File: config.mk
export PLATFORM = sky130hd
export DESIGN_NAME = soc_ctrl_domain_pwr_seq
export DESIGN_NICKNAME = d
export VERILOG_FILES = /design/src/rtl/soc_ctrl_pkg.sv /design/src/rtl/soc_ctrl_seq_timer.sv /design/src/rtl/soc_ctrl_domain_pwr_seq.sv
export SDC_FILE = /design/constraint.sdc
export NUM_CORES = 1
export LEC_CHECK = 0
export ABC_AREA = 1
export CELL_PAD_IN_SITES_DETAIL_PLACEMENT = 1
export CELL_PAD_IN_SITES_GLOBAL_PLACEMENT = 2
export CORE_ASPECT_RATIO = 1.5
export CORE_MARGIN = 2
export CORE_UTILIZATION = 35
export DETAILED_ROUTE_END_ITERATION = 8
export GPL_TIMING_DRIVEN = 0
export PLACE_DENSITY = 0.93
export SLEW_MARGIN = 30
export SYNTH_ARGS = -nofsm -noshare
export SYNTH_HDL_FRONTEND = slang
export SYNTH_HIERARCHICAL = 1
export SYNTH_SLANG_ARGS = --single-unit
File: constraint.sdc
create_clock -name ref_clk_i -period 3.7 [get_ports ref_clk_i]
set_input_delay 0.37 -clock ref_clk_i [delete_from_list [all_inputs] [get_ports ref_clk_i]]
set_output_delay 0.37 -clock ref_clk_i [all_outputs]
set_load 0.05 [all_outputs]
File: src/rtl/soc_ctrl_pkg.sv
// Shared types and helpers for the soc_ctrl power/clock sequencers.
package soc_ctrl_pkg;

  typedef enum logic [2:0] {
    StOff,
    StRelease,
    StOn,
    StDrain,
    StHold
  } pwr_seq_state_e;

  function automatic int unsigned max3(input int unsigned a, input int unsigned b,
                                       input int unsigned c);
    int unsigned m;
    m = (a > b) ? a : b;
    return (m > c) ? m : c;
  endfunction

endpackage

File: src/rtl/soc_ctrl_seq_timer.sv
// Loadable down-counter; expired_o is high while the count reads zero.
module soc_ctrl_seq_timer #(
  parameter int unsigned WIDTH = 8
) (
  input  logic             ref_clk_i,
  input  logic             intr_arst_n,
  input  logic             load_i,
  input  logic [WIDTH-1:0] load_val_i,
  output logic             expired_o
);

  logic [WIDTH-1:0] count_q;

  always_ff @(posedge ref_clk_i or negedge intr_arst_n) begin
    if (!intr_arst_n) begin
      count_q <= '0;
    end else if (load_i) begin
      count_q <= load_val_i;
    end else if (count_q != '0) begin
      count_q <= count_q - WIDTH'(1);
    end
  end

  assign expired_o = (count_q == '0);

endmodule

File: src/rtl/soc_ctrl_domain_pwr_seq.sv
// Reset / clock-enable sequencer for one gated clock domain.
module soc_ctrl_domain_pwr_seq
  import soc_ctrl_pkg::*;
#(
  parameter int unsigned RELEASE_CYCLES = 64,
  parameter int unsigned DRAIN_CYCLES   = 8,
  parameter int unsigned HOLD_CYCLES    = 4
) (
  input  logic ref_clk_i,
  input  logic intr_arst_n,
  input  logic on_req_i,
  input  logic off_req_i,
  output logic arst_no,
  output logic clk_en_o,
  output logic on_o,
  output logic busy_o,
  output logic done_o
);

  localparam int unsigned TimerW =
      $clog2(max3(RELEASE_CYCLES, DRAIN_CYCLES, HOLD_CYCLES) + 1);

  pwr_seq_state_e    state_q, state_d;
  logic              load;
  logic [TimerW-1:0] load_val;
  logic              expired;
  logic              enter_done;
  logic              done_pend_q;
  logic              arst_q, clk_en_q, on_q, busy_q, done_q;

  soc_ctrl_seq_timer #(
    .WIDTH (TimerW)
  ) u_timer (
    .ref_clk_i   (ref_clk_i),
    .intr_arst_n (intr_arst_n),
    .load_i      (load),
    .load_val_i  (load_val),
    .expired_o   (expired)
  );

  // The timer is loaded on the edge that enters a timed state.
  always_comb begin
    state_d    = state_q;
    load       = 1'b0;
    load_val   = '0;
    enter_done = 1'b0;
    case (state_q)
      StOff: begin
        if (on_req_i) begin
          state_d  = StRelease;
          load     = 1'b1;
          load_val = TimerW'(RELEASE_CYCLES - 1);
        end
      end
      StRelease: begin
        if (off_req_i) begin
          state_d  = StHold;
          load     = 1'b1;
          load_val = TimerW'(HOLD_CYCLES - 1);
        end else if (expired) begin
          state_d    = StOn;
          enter_done = 1'b1;
        end
      end
      StOn: begin
        if (off_req_i) begin
          state_d  = StDrain;
          load     = 1'b1;
          load_val = TimerW'(DRAIN_CYCLES - 1);
        end
      end
      StDrain: begin
        if (expired) begin
          state_d  = StHold;
          load     = 1'b1;
          load_val = TimerW'(HOLD_CYCLES - 1);
        end
      end
      StHold: begin
        if (expired) begin
          state_d    = StOff;
          enter_done = 1'b1;
        end
      end
      default: state_d = StOff;
    endcase
  end

  // Outputs are registered from the current state, so they trail it by one edge.
  always_ff @(posedge ref_clk_i or negedge intr_arst_n) begin
    if (!intr_arst_n) begin
      state_q     <= StOff;
      done_pend_q <= 1'b0;
      arst_q      <= 1'b0;
      clk_en_q    <= 1'b0;
      on_q        <= 1'b0;
      busy_q      <= 1'b0;
      done_q      <= 1'b0;
    end else begin
      state_q     <= state_d;
      done_pend_q <= enter_done;
      arst_q      <= (state_q == StRelease) || (state_q == StOn) || (state_q == StDrain);
      clk_en_q    <= (state_q == StOn);
      on_q        <= (state_q == StOn);
      busy_q      <= (state_q == StRelease) || (state_q == StDrain) || (state_q == StHold);
      done_q      <= done_pend_q;
    end
  end

  assign arst_no  = arst_q;
  assign clk_en_o = clk_en_q;
  assign on_o     = on_q;
  assign busy_o   = busy_q;
  assign done_o   = done_q;

endmodule

Yosys cells after proc, flatten, opt, wreduce, memory -nomap -nowiden
Index checks and enable logic that the tools add are counted.
{"block": "word_totals", "ff_bits": 15, "input_bits": 4}
{"block": "classes", "n_addsub": 1, "eq_ne": 9, "mux": 20, "n_reduce_logical": 10}
{"cell": "$pmux 6 s4", "n": 1}
{"cell": "$mux 3", "n": 7}
{"cell": "$pmux 3 s5", "n": 1}
{"cell": "$mux 7", "n": 2}
{"cell": "$ne 2x2->1 const B", "n": 4}
{"cell": "$logic_not 7->1", "n": 1}
{"cell": "$reduce_bool 7->1", "n": 1}
{"cell": "$sub 7x1->7 const B", "n": 1}
{"cell": "$eq 3x2->1 const B", "n": 2}
{"cell": "$mux 6", "n": 1}
{"cell": "$reduce_and 5->1", "n": 1}
{"cell": "$logic_or 1x1->1", "n": 4}
{"cell": "$mux 1", "n": 4}
{"cell": "$mux 2", "n": 2}
{"cell": "$eq 3x1->1 const B", "n": 1}
{"cell": "$eq 3x3->1 const B", "n": 1}
{"cell": "$logic_not 3->1", "n": 1}
{"cell": "$ne 3x3->1 const B", "n": 1}
{"cell": "$pmux 1 s3", "n": 1}
{"cell": "$pmux 1 s2", "n": 1}
{"cell": "$reduce_bool 2->1", "n": 1}
{"cell": "$reduce_or 2->1", "n": 1}

Depth between registers and ports, before layout
Gate-level depths: netlist of the first run.
{"block": "depth", "word_depth": 4, "depth_mapped": 12, "mapped_depth_nobuf": 11}

Hierarchy
Netlist of the first run, hierarchy kept.
{"module": "soc_ctrl_seq_timer", "instances": 1, "cells_each": 59, "area_each_um2": 483.0, "seq_area_each_um2": 175.2}
{"module": "soc_ctrl_domain_pwr_seq", "instances": 1, "cells_each": 55, "area_each_um2": 420.4, "seq_area_each_um2": 200.2}

Least setup slack after synthesis of the first run
OpenSTA, ideal clock, no wires.
{"block": "synth_timing", "path_kind": "reg2reg", "start": "register u_timer.count_q[0]", "end": "register u_timer.count_q[1]", "arrival_ps": 1439, "required_ps": 3579, "path_slack_ps": 2139, "path_stages_with_launch": 11, "cell_sequence": "dfrtp_1 > inv_1 > ha_1 > nand2_4 > nor2_8 > a22oi_2 > nand2_1 > buf_2 > o21ai_0 > nand2_1 > o21ai_1"}
{"block": "synth_via", "elab_chain_len": 4, "elab_cells_between_ends": 10}
{"element": "start: declaration", "line": "soc_ctrl_seq_timer.sv:12", "source": "logic [WIDTH-1:0] count_q;"}
{"element": "start signal: assignment", "line": "soc_ctrl_seq_timer.sv:18", "source": "count_q <= load_val_i;"}
{"element": "start signal: assignment", "line": "soc_ctrl_seq_timer.sv:20", "source": "count_q <= count_q - WIDTH'(1);"}
{"element": "$logic_not 7->1 (*)", "line": "soc_ctrl_seq_timer.sv:24", "source": "assign expired_o = (count_q == '0);"}
{"element": "via expired", "line": "soc_ctrl_domain_pwr_seq.sv:26", "source": "logic expired;"}
{"element": "$mux 1 (*)", "line": "soc_ctrl_domain_pwr_seq.sv:73", "source": "if (expired) begin"}
{"element": "$pmux 1 s3 (*)", "line": "soc_ctrl_domain_pwr_seq.sv:47", "source": "case (state_q)"}
{"element": "via load", "line": "soc_ctrl_domain_pwr_seq.sv:24", "source": "logic load;"}
{"element": "$mux 7 / $reduce_bool 2->1 (equally long branches)"}
The timed path passes the listed nets; every way through them passes the cells marked *. The select of a mux whose other input is x is not followed.
A chain may end at the register's enable or synchronous reset.

Worst setup path in the final report of the first run
{"block": "layout_timing", "start": "register on_q, in the netlist on_o", "end": "output on_o"}
{"element": "start: declaration", "line": "soc_ctrl_domain_pwr_seq.sv:29", "source": "logic arst_q, clk_en_q, on_q, busy_q, done_q;"}
{"element": "start signal: assignment", "line": "soc_ctrl_domain_pwr_seq.sv:104", "source": "on_q <= (state_q == StOn);"}
{"element": "end: declaration", "line": "soc_ctrl_domain_pwr_seq.sv:15", "source": "output logic on_o,"}
No word-level cell between the ends.

==> impl.org, run 1 <==
** Outcome
- Result of the run :: finished, final reports clean

** Floorplan
- The total area inside the core boundary comes to 2450 um^2.
- The die covers 3010 um^2.
- Pin placement for this block handled 9 I/O pins.
- From left edge to right edge, the die measures 45.5 um.
- Row generation in the floorplan step produced 22 rows.
- From bottom edge to top edge, the die measures 66.2 um.
- Initial Utilization :: 36.9%

** Finish
- Number of non-filler instances in the completed layout :: 150
- The repair_antennas step left the layout with diodes totalling 0.
- Most frequent cells in the layout :: 39 x nand2_1, 15 x dfrtp_1, 13 x inv_1, 9 x nand3_1, 8 x clkdlybuf4s50_1
- Reg area :: 375 um^2
- In the final design database the tool counted 133 nets.
- Most common cell after layout, fill and taps aside :: nand2_1
- Share of post-route cells with drive strength above 1 :: 16.7%
- Fill cells in the final layout number 314.
- In the final layout, the multi-input gates occupy 463 um^2.
- Compared with the post-synthesis result, the final layout area differs by 15.2%.

** Global routing
- In the global route stage, overall resource usage came out at 16.7%.
- Global-route wire length before repair :: 3490 um
- The number of antenna violations at the first check in global routing came to 0.
- The via count of the first global-routing pass came to 835.
- The total overflow left after global routing is 0.
- Pin count of the biggest net entering global routing :: 16

** Timing
- Setup skew after layout :: 0.00489 ns
- Counting I/O delays and the setup requirement, the final critical path takes 1.91 ns.
- Maximum clock frequency :: 523 MHz
- Setup repair after global routing missed its margin :: false
- Number of failing hold endpoints at the final stage :: 0
- Tightest slew margin relative to the limit :: 55.8%
- At the pin with the least slew margin, the transition time is 0.661 ns.
- Final Max Tran Viols :: 0
- Final Cycle Share :: 51.6%
- After layout, the worst setup slack is 1.79 ns.
- Summed over all failing endpoints, the final setup total negative slack is 0 ns.
- Setup-failing EPs final :: 0

** Clock tree
- Number of H-tree levels :: 1
- Number of setup buffers added after CTS :: 0
- Buffers inserted to repair hold after CTS numbered 0.
- Clock latency of the later-clocked register in the worst-skew pair :: 0.29 ns
- CTS tree :: yes
- CTS saw 15 sinks.
- Number of instances resized during post-cts repair :: 0
- CTS max path bufs :: 2
- Clock slew at reported path FFs :: 0.09 ns
- The tree is rooted in a clkbuf_4.
- TritonCTS created 3 clock buffers.

** Logic synthesis
- Number of nets produced by synthesis :: 120
- Yosys printed 6 warnings.
- Of the synthesized area, sequential elements account for 41.6%.
- Yosys mapped the design onto 24 distinct sky130hd cell types.
- Gate Count Post-Synth :: 114
- Among all flip-flop cells after synthesis, the most frequent one is dfrtp_1.
- In the synthesized netlist the async set-or-reset flop fraction comes to 100%.
- Synthesized flop and latch total :: 15
- In this run, synthesis inferred 0 flip-flops with an integrated enable.
- Avg Inst Size Synth :: 7.92 um^2
- In this run the cell area of the synthesized design comes to 903 um^2.

** Critical path
- The setup path with the least slack is of type reg -> out.
- At the worst endpoint, the arrival time is 1.54 ns.
- The number of buffers and inverters on the critical path is 2.
- STA classifies the critical path endpoint as an output pin.
- CP required :: 3.33 ns
- In this design, the largest share of critical-path delay is due to buffers and inverters.
- CP peak stage delay :: 0.78 ns
- Cells traversed along the worst timing path :: buf_4 > clkdlybuf4s50_1
- Startpoint kind of the worst setup timing path :: register
- Along the worst path, the maximum fanout reaches 2.
- The slowest stage of the critical path is the clkdlybuf4s50_1 cell.

** Power
- Pwr per Cell Area :: 916 nW/um^2
- Static Leak :: 0.566 nW
- Peak VDD IR :: 0.340 mV

** Route
- Once detail routing completed, the nets flagged for antenna violations numbered 0.
- Before antenna repair, the detailed router went through 2 iterations.
- Summed over all layers, the routed wires come to 1950 um.
- Via count of the routed design :: 737
- After detailed routing, the average wire length per cell comes to 13.0 um.
- In the routed design, unresolved DRC markers number 0.
- Post-detailed-route via-to-cell ratio :: 4.91
- After the first detailed-routing iteration, the DRC count stood at 6.

** Placement
- Port bufs :: 8
- Number of placed instances, taps included :: 146
- OpenSTA, run right after detailed placement, puts the worst setup slack at 1.89 ns.
- RePlAce Congestion :: 0.755
- The HPWL after detailed placement is 1680 um.

** Min path
- Min-Delay Path Class :: reg -> reg

** Run
- Max-Cap Viols :: 0
[where the power goes]
group	internal, mW	switching, mW	leakage [nW]
sequential	0.231	0.0648	0.192
clock	0.0402	0.0546	0.0177
combinational	0.198	0.365	0.357
[area by class of cell]
cell class,count,area share (%)
flip-flops and latches,15,36.1
multi-input cells,83,44.5
plain buffers,2,1.20
well taps,24,2.88
inverters,14,5.05
clock buffers,3,2.16
clock inverters,1,0.481
repair buffers,8,7.69
[metal layers]
metal  GRT usage, %  vias to the layer above  routed length (um)
met5              0                        -                   0
met4           11.4                        0                  78
met3           1.64                        6                  19
met2           31.9                        7                1200
met1           15.1                      348                 652
li1               -                      376                   -
[worst paths after layout]
| path | startpoint | slack, ns | endpoint | cells after the start |
|---|---|---|---|---|
| worst min register to register | done_pend_q | 0.37 | done_o | 0 |
| min in group asynchronous | intr_arst_n | 0.48 | u_timer/count_q[2] | 1 |
| max in group asynchronous | intr_arst_n | 2.80 | u_timer/count_q[6] | 1 |
| worst max register to register | u_timer/count_q[0] | 1.96 | u_timer/count_q[0] | 11 |
| worst max-delay path | on_o | 1.79 | on_o | 2 |
| worst min-delay path | done_pend_q | 0.37 | done_o | 0 |
[per-stage QoR]
step / total power [mW] / hold WS (ns) / utilization (%) / area, um^2
after floorplan: 0.731 / 0.0744 / - / 903
after global placement: 0.844 / 0.336 / 41.4 / 1010
after detailed placement: 0.875 / 0.349 / 41.4 / 1010
after CTS: 0.973 / 0.370 / 42.5 / 1040
after global routing: 1.05 / 0.387 / 42.5 / 1040
final: 0.954 / 0.367 / 42.5 / 1040
[Yosys cell counts (2+ instances only)]
library cell | n | area [um^2]
dfrtp_1 | 15 | 375
ha_1 | 2 | 25.0
inv_1 | 13 | 48.8
nand2_1 | 39 | 146
nand2_2 | 2 | 12.5
nand2_4 | 3 | 33.8
nand3_1 | 9 | 45.0
nand3_2 | 2 | 20.0
nor2_1 | 6 | 22.5
nor2_2 | 2 | 12.5
nor2_4 | 3 | 33.8
o21ai_0 | 4 | 20.0
o21ai_1 | 2 | 10.0
xor2_1 | 2 | 17.5
[sequential cells by signal, summed over array words and instances, names as in the netlist]
register         flops
done_pend_q          1
busy_o               1
arst_no              1
u_timer/count_q      7
state_q              3
on_o                 1
done_o               1
[worst reg2reg max path, delay by kind of cell (launching register included)]
kind,cells,cell delay [ns]
AO/OA/AOI/OAI,3,0.28
adder cells (fa/ha/maj),1,0.21
buffers and inverters,2,0.33
flip-flops,1,0.39
AND/OR/NAND/NOR,5,0.47
[logic make-up (layout without fill, tap and decap cells)]
kind of cell	Yosys count	count (layout)	synth area share (%)
compound gates	9	9	6.09
xor+xnor	3	3	2.91
fa+ha+maj	2	2	2.77
buf+inv	16	28	7.20
flops	15	15	41.6
other cells	1	1	0.415
simple gates	68	68	39.1
Power figures use the tool's default switching activity.
==> run 2: changes to the inputs <==
Settings changed: CORE_UTILIZATION 35 to 32, PLACE_DENSITY 0.93 to 0.87.
Clock period 3.7 ns to 2 ns, I/O delays scaled along.
==> impl.org, run 2 (synthesized netlist as in run 1, its figures left out) <==
** Outcome
- Result of the run :: finished, final reports clean

** Clock tree
- Number of sinks driven by the clock tree :: 15
- In this run, post-CTS repair resized a total of 0 instances.
- TritonCTS built the clock tree.
- Root cell of the clock tree :: clkbuf_8
- Clock slew at reported path FFs :: 0.06 ns
- CTS built an H-tree with a depth of 1.
- Once the clock tree was built, the setup fixing pass inserted 0 buffers.
- Clock tree synthesis inserted a total of 3 buffers.
- In this run the deepest clock path goes through 2 buffers.
- Count of hold-fix buffers inserted at cts :: 0
- Clock latency of the later-clocked register in the worst-skew pair :: 0.24 ns

** Timing
- Maximum clock frequency :: 574 MHz
- Headroom to the max-slew limit came out at 55.3%.
- Hold Worst Slack :: 0.349 ns
- Final critical delay including setup and external delays :: 1.74 ns
- Actual slew at the worst max-slew pin :: 0.669 ns
- Between clock sinks in the finished design, the worst skew comes to 0.00732 ns.
- Setup repair after global routing missed its margin :: false
- Final Cycle Share :: 87.1%
- Setup violations remaining at the end of the flow were counted as 0.
- Number of failing hold endpoints at the final stage :: 0
- Worst Slack Setup Final :: 0.259 ns
- Summed over all failing endpoints, the final setup total negative slack is 0 ns.
- The total count of max-transition violations in the final report was 0.

** Global routing
- Pin count of the biggest net entering global routing :: 16
- Number of global-route vias before repair :: 830
- Initial antenna violation count :: 0
- Global routing finished with a remaining overflow of 0.
- Global-route wire length before repair :: 3550 um
- GRT Overall Usage :: 14.9%

** Placement
- Detailed placer's ending HPWL :: 1680 um
- After detailed placement, the design holds a cell count of 159.
- At the placement stage, the worst setup path has a slack of 0.253 ns.
- At the end of routability-driven placement, the weighted congestion stood at 0.771.
- During placement, the flow inserted port buffers numbering 8.

** Critical path
- Along the worst path, the maximum fanout reaches 10.
- CP peak stage delay :: 0.38 ns
- Capturing element type of the critical path :: register
- Traced cell by cell, the critical path runs through inv_1 > ha_1 > nand2_4 > nor2_8 > a22oi_2 > nand2_1 > buf_2 > nand2_1 > o21ai_0 > nand2_1 > o21ai_1.
- STA classifies the critical path startpoint as a register.
- Arrival time at the worst endpoint :: 1.91 ns
- In this design, the critical path's most frequently occurring cell is nand2_1.
- Among all stages on the critical path, the largest delay is contributed by dfrtp_1.
- The critical path is of the reg -> reg type.
- For the worst setup path, the data required time is 2.17 ns.

** Route
- Wire segments on met2 add up to 1210 um in the final route.
- Dividing the detail-routed wire length by the instance count gives 11.9 um.
- In this run, the number of DRC markers left after iteration 0 of detailed routing was 11.
- Routed wl met3 :: 16 um
- After detailed routing, the wire length on met1 is 691 um.
- WL final :: 1940 um
- In the routed layout, each cell is associated on average with a via count of 4.45.
- For this run, the detailed router's first-pass iteration total came to 2.
- Highest signal layer in the routed design :: met4
- DRC violations left :: 0
- Via count of the routed design :: 725
- Once detail routing completed, the nets flagged for antenna violations numbered 0.

** Power
- Static Leak :: 0.571 nW
- Post-layout power :: 1.83 mW
- Pwr per Cell Area :: 1700 nW/um^2
- Peak VDD IR :: 0.626 mV

** Run
- Across the run, the number of max-cap violations was 0.

** Finish
- The register with the most flip-flops in the layout has 7 of them.
- The library cell used most frequently in the layout, excluding fill and tap cells, is nand2_1.
- Number of diodes :: 0
- Fill cells :: 340
- The finished layout holds 163 standard cells, fillers aside.
- Most frequent cells in the layout :: 39 x nand2_1, 15 x dfrtp_1, 13 x inv_1, 9 x nand3_1, 8 x clkdlybuf4s50_1
- The net count of the finished layout is 133.
- The largest registers in the layout are u_timer/count_q: 7 flops, state_q: 3 flops.
- Register name with the most flops :: u_timer/count_q
- The post-route netlist has 15.9% of its cells at a drive strength greater than 1.
- From synthesis to final layout, the design area changed by 19.0%.

** Floorplan
- The initial utilization of the core area, before any placement, comes to 33.8%.
- The die covers 3270 um^2.
- Die height :: 69.1 um
- Rows :: 23
- Die W :: 47.4 um
- Core Region :: 2680 um^2
- Number of I/O pins :: 9

** Min path
- The min-delay analysis places its worst path in the category reg -> reg.
[run 2: through the flow]
step                utilization, %  instance area (um^2)
floorplan                        -                   903
global placement              38.5                  1030
detailed placement            38.5                  1030
CTS                           40.2                  1070
global route                  40.2                  1070
finish                        40.2                  1070
[run 2: critical path, delay by kind of cell, from the launching register on]
family	cells	cell delay, ns
buf+inv	2	0.34
flops	1	0.38
simple gates	5	0.47
compound gates	3	0.26
fa+ha+maj	1	0.21
[run 2: worst paths after layout]
path                                     from                 end  slack [ns]  depth (start not counted)
min                               done_pend_q              done_o        0.35                          0
max                        u_timer/count_q[0]  u_timer/count_q[0]        0.26                         11
min reg2reg                       done_pend_q              done_o        0.35                          0
min in group asynchronous         intr_arst_n  u_timer/count_q[3]        0.36                          1
max in group asynchronous         intr_arst_n  u_timer/count_q[5]        1.20                          1
max reg2reg                u_timer/count_q[0]  u_timer/count_q[0]        0.26                         11
[run 2: metal layers]
layer / vias up / GRT usage (%)
li1: 374 / -
met1: 347 / 15.3
met2: 2 / 27.9
met3: 2 / 1.57
met4: 0 / 5.56
met5: - / 0
[run 2: area by class of cell]
type	instances	area [um^2]	area share, %
Buffer	2	12.5	1.16
Clock buffer	4	45.0	4.19
Inverter	14	52.6	4.89
Multi-Input combinational cell	83	463	43.1
Sequential cell	15	375	34.9
Tap cell	37	46.3	4.31
Timing Repair Buffer	8	80.1	7.45
[run 2: report_power, final]
part	switching (mW)	total [mW]	internal [mW]
sequential	0.114	0.543	0.429
combinational	0.679	1.05	0.367
clock	0.101	0.241	0.141
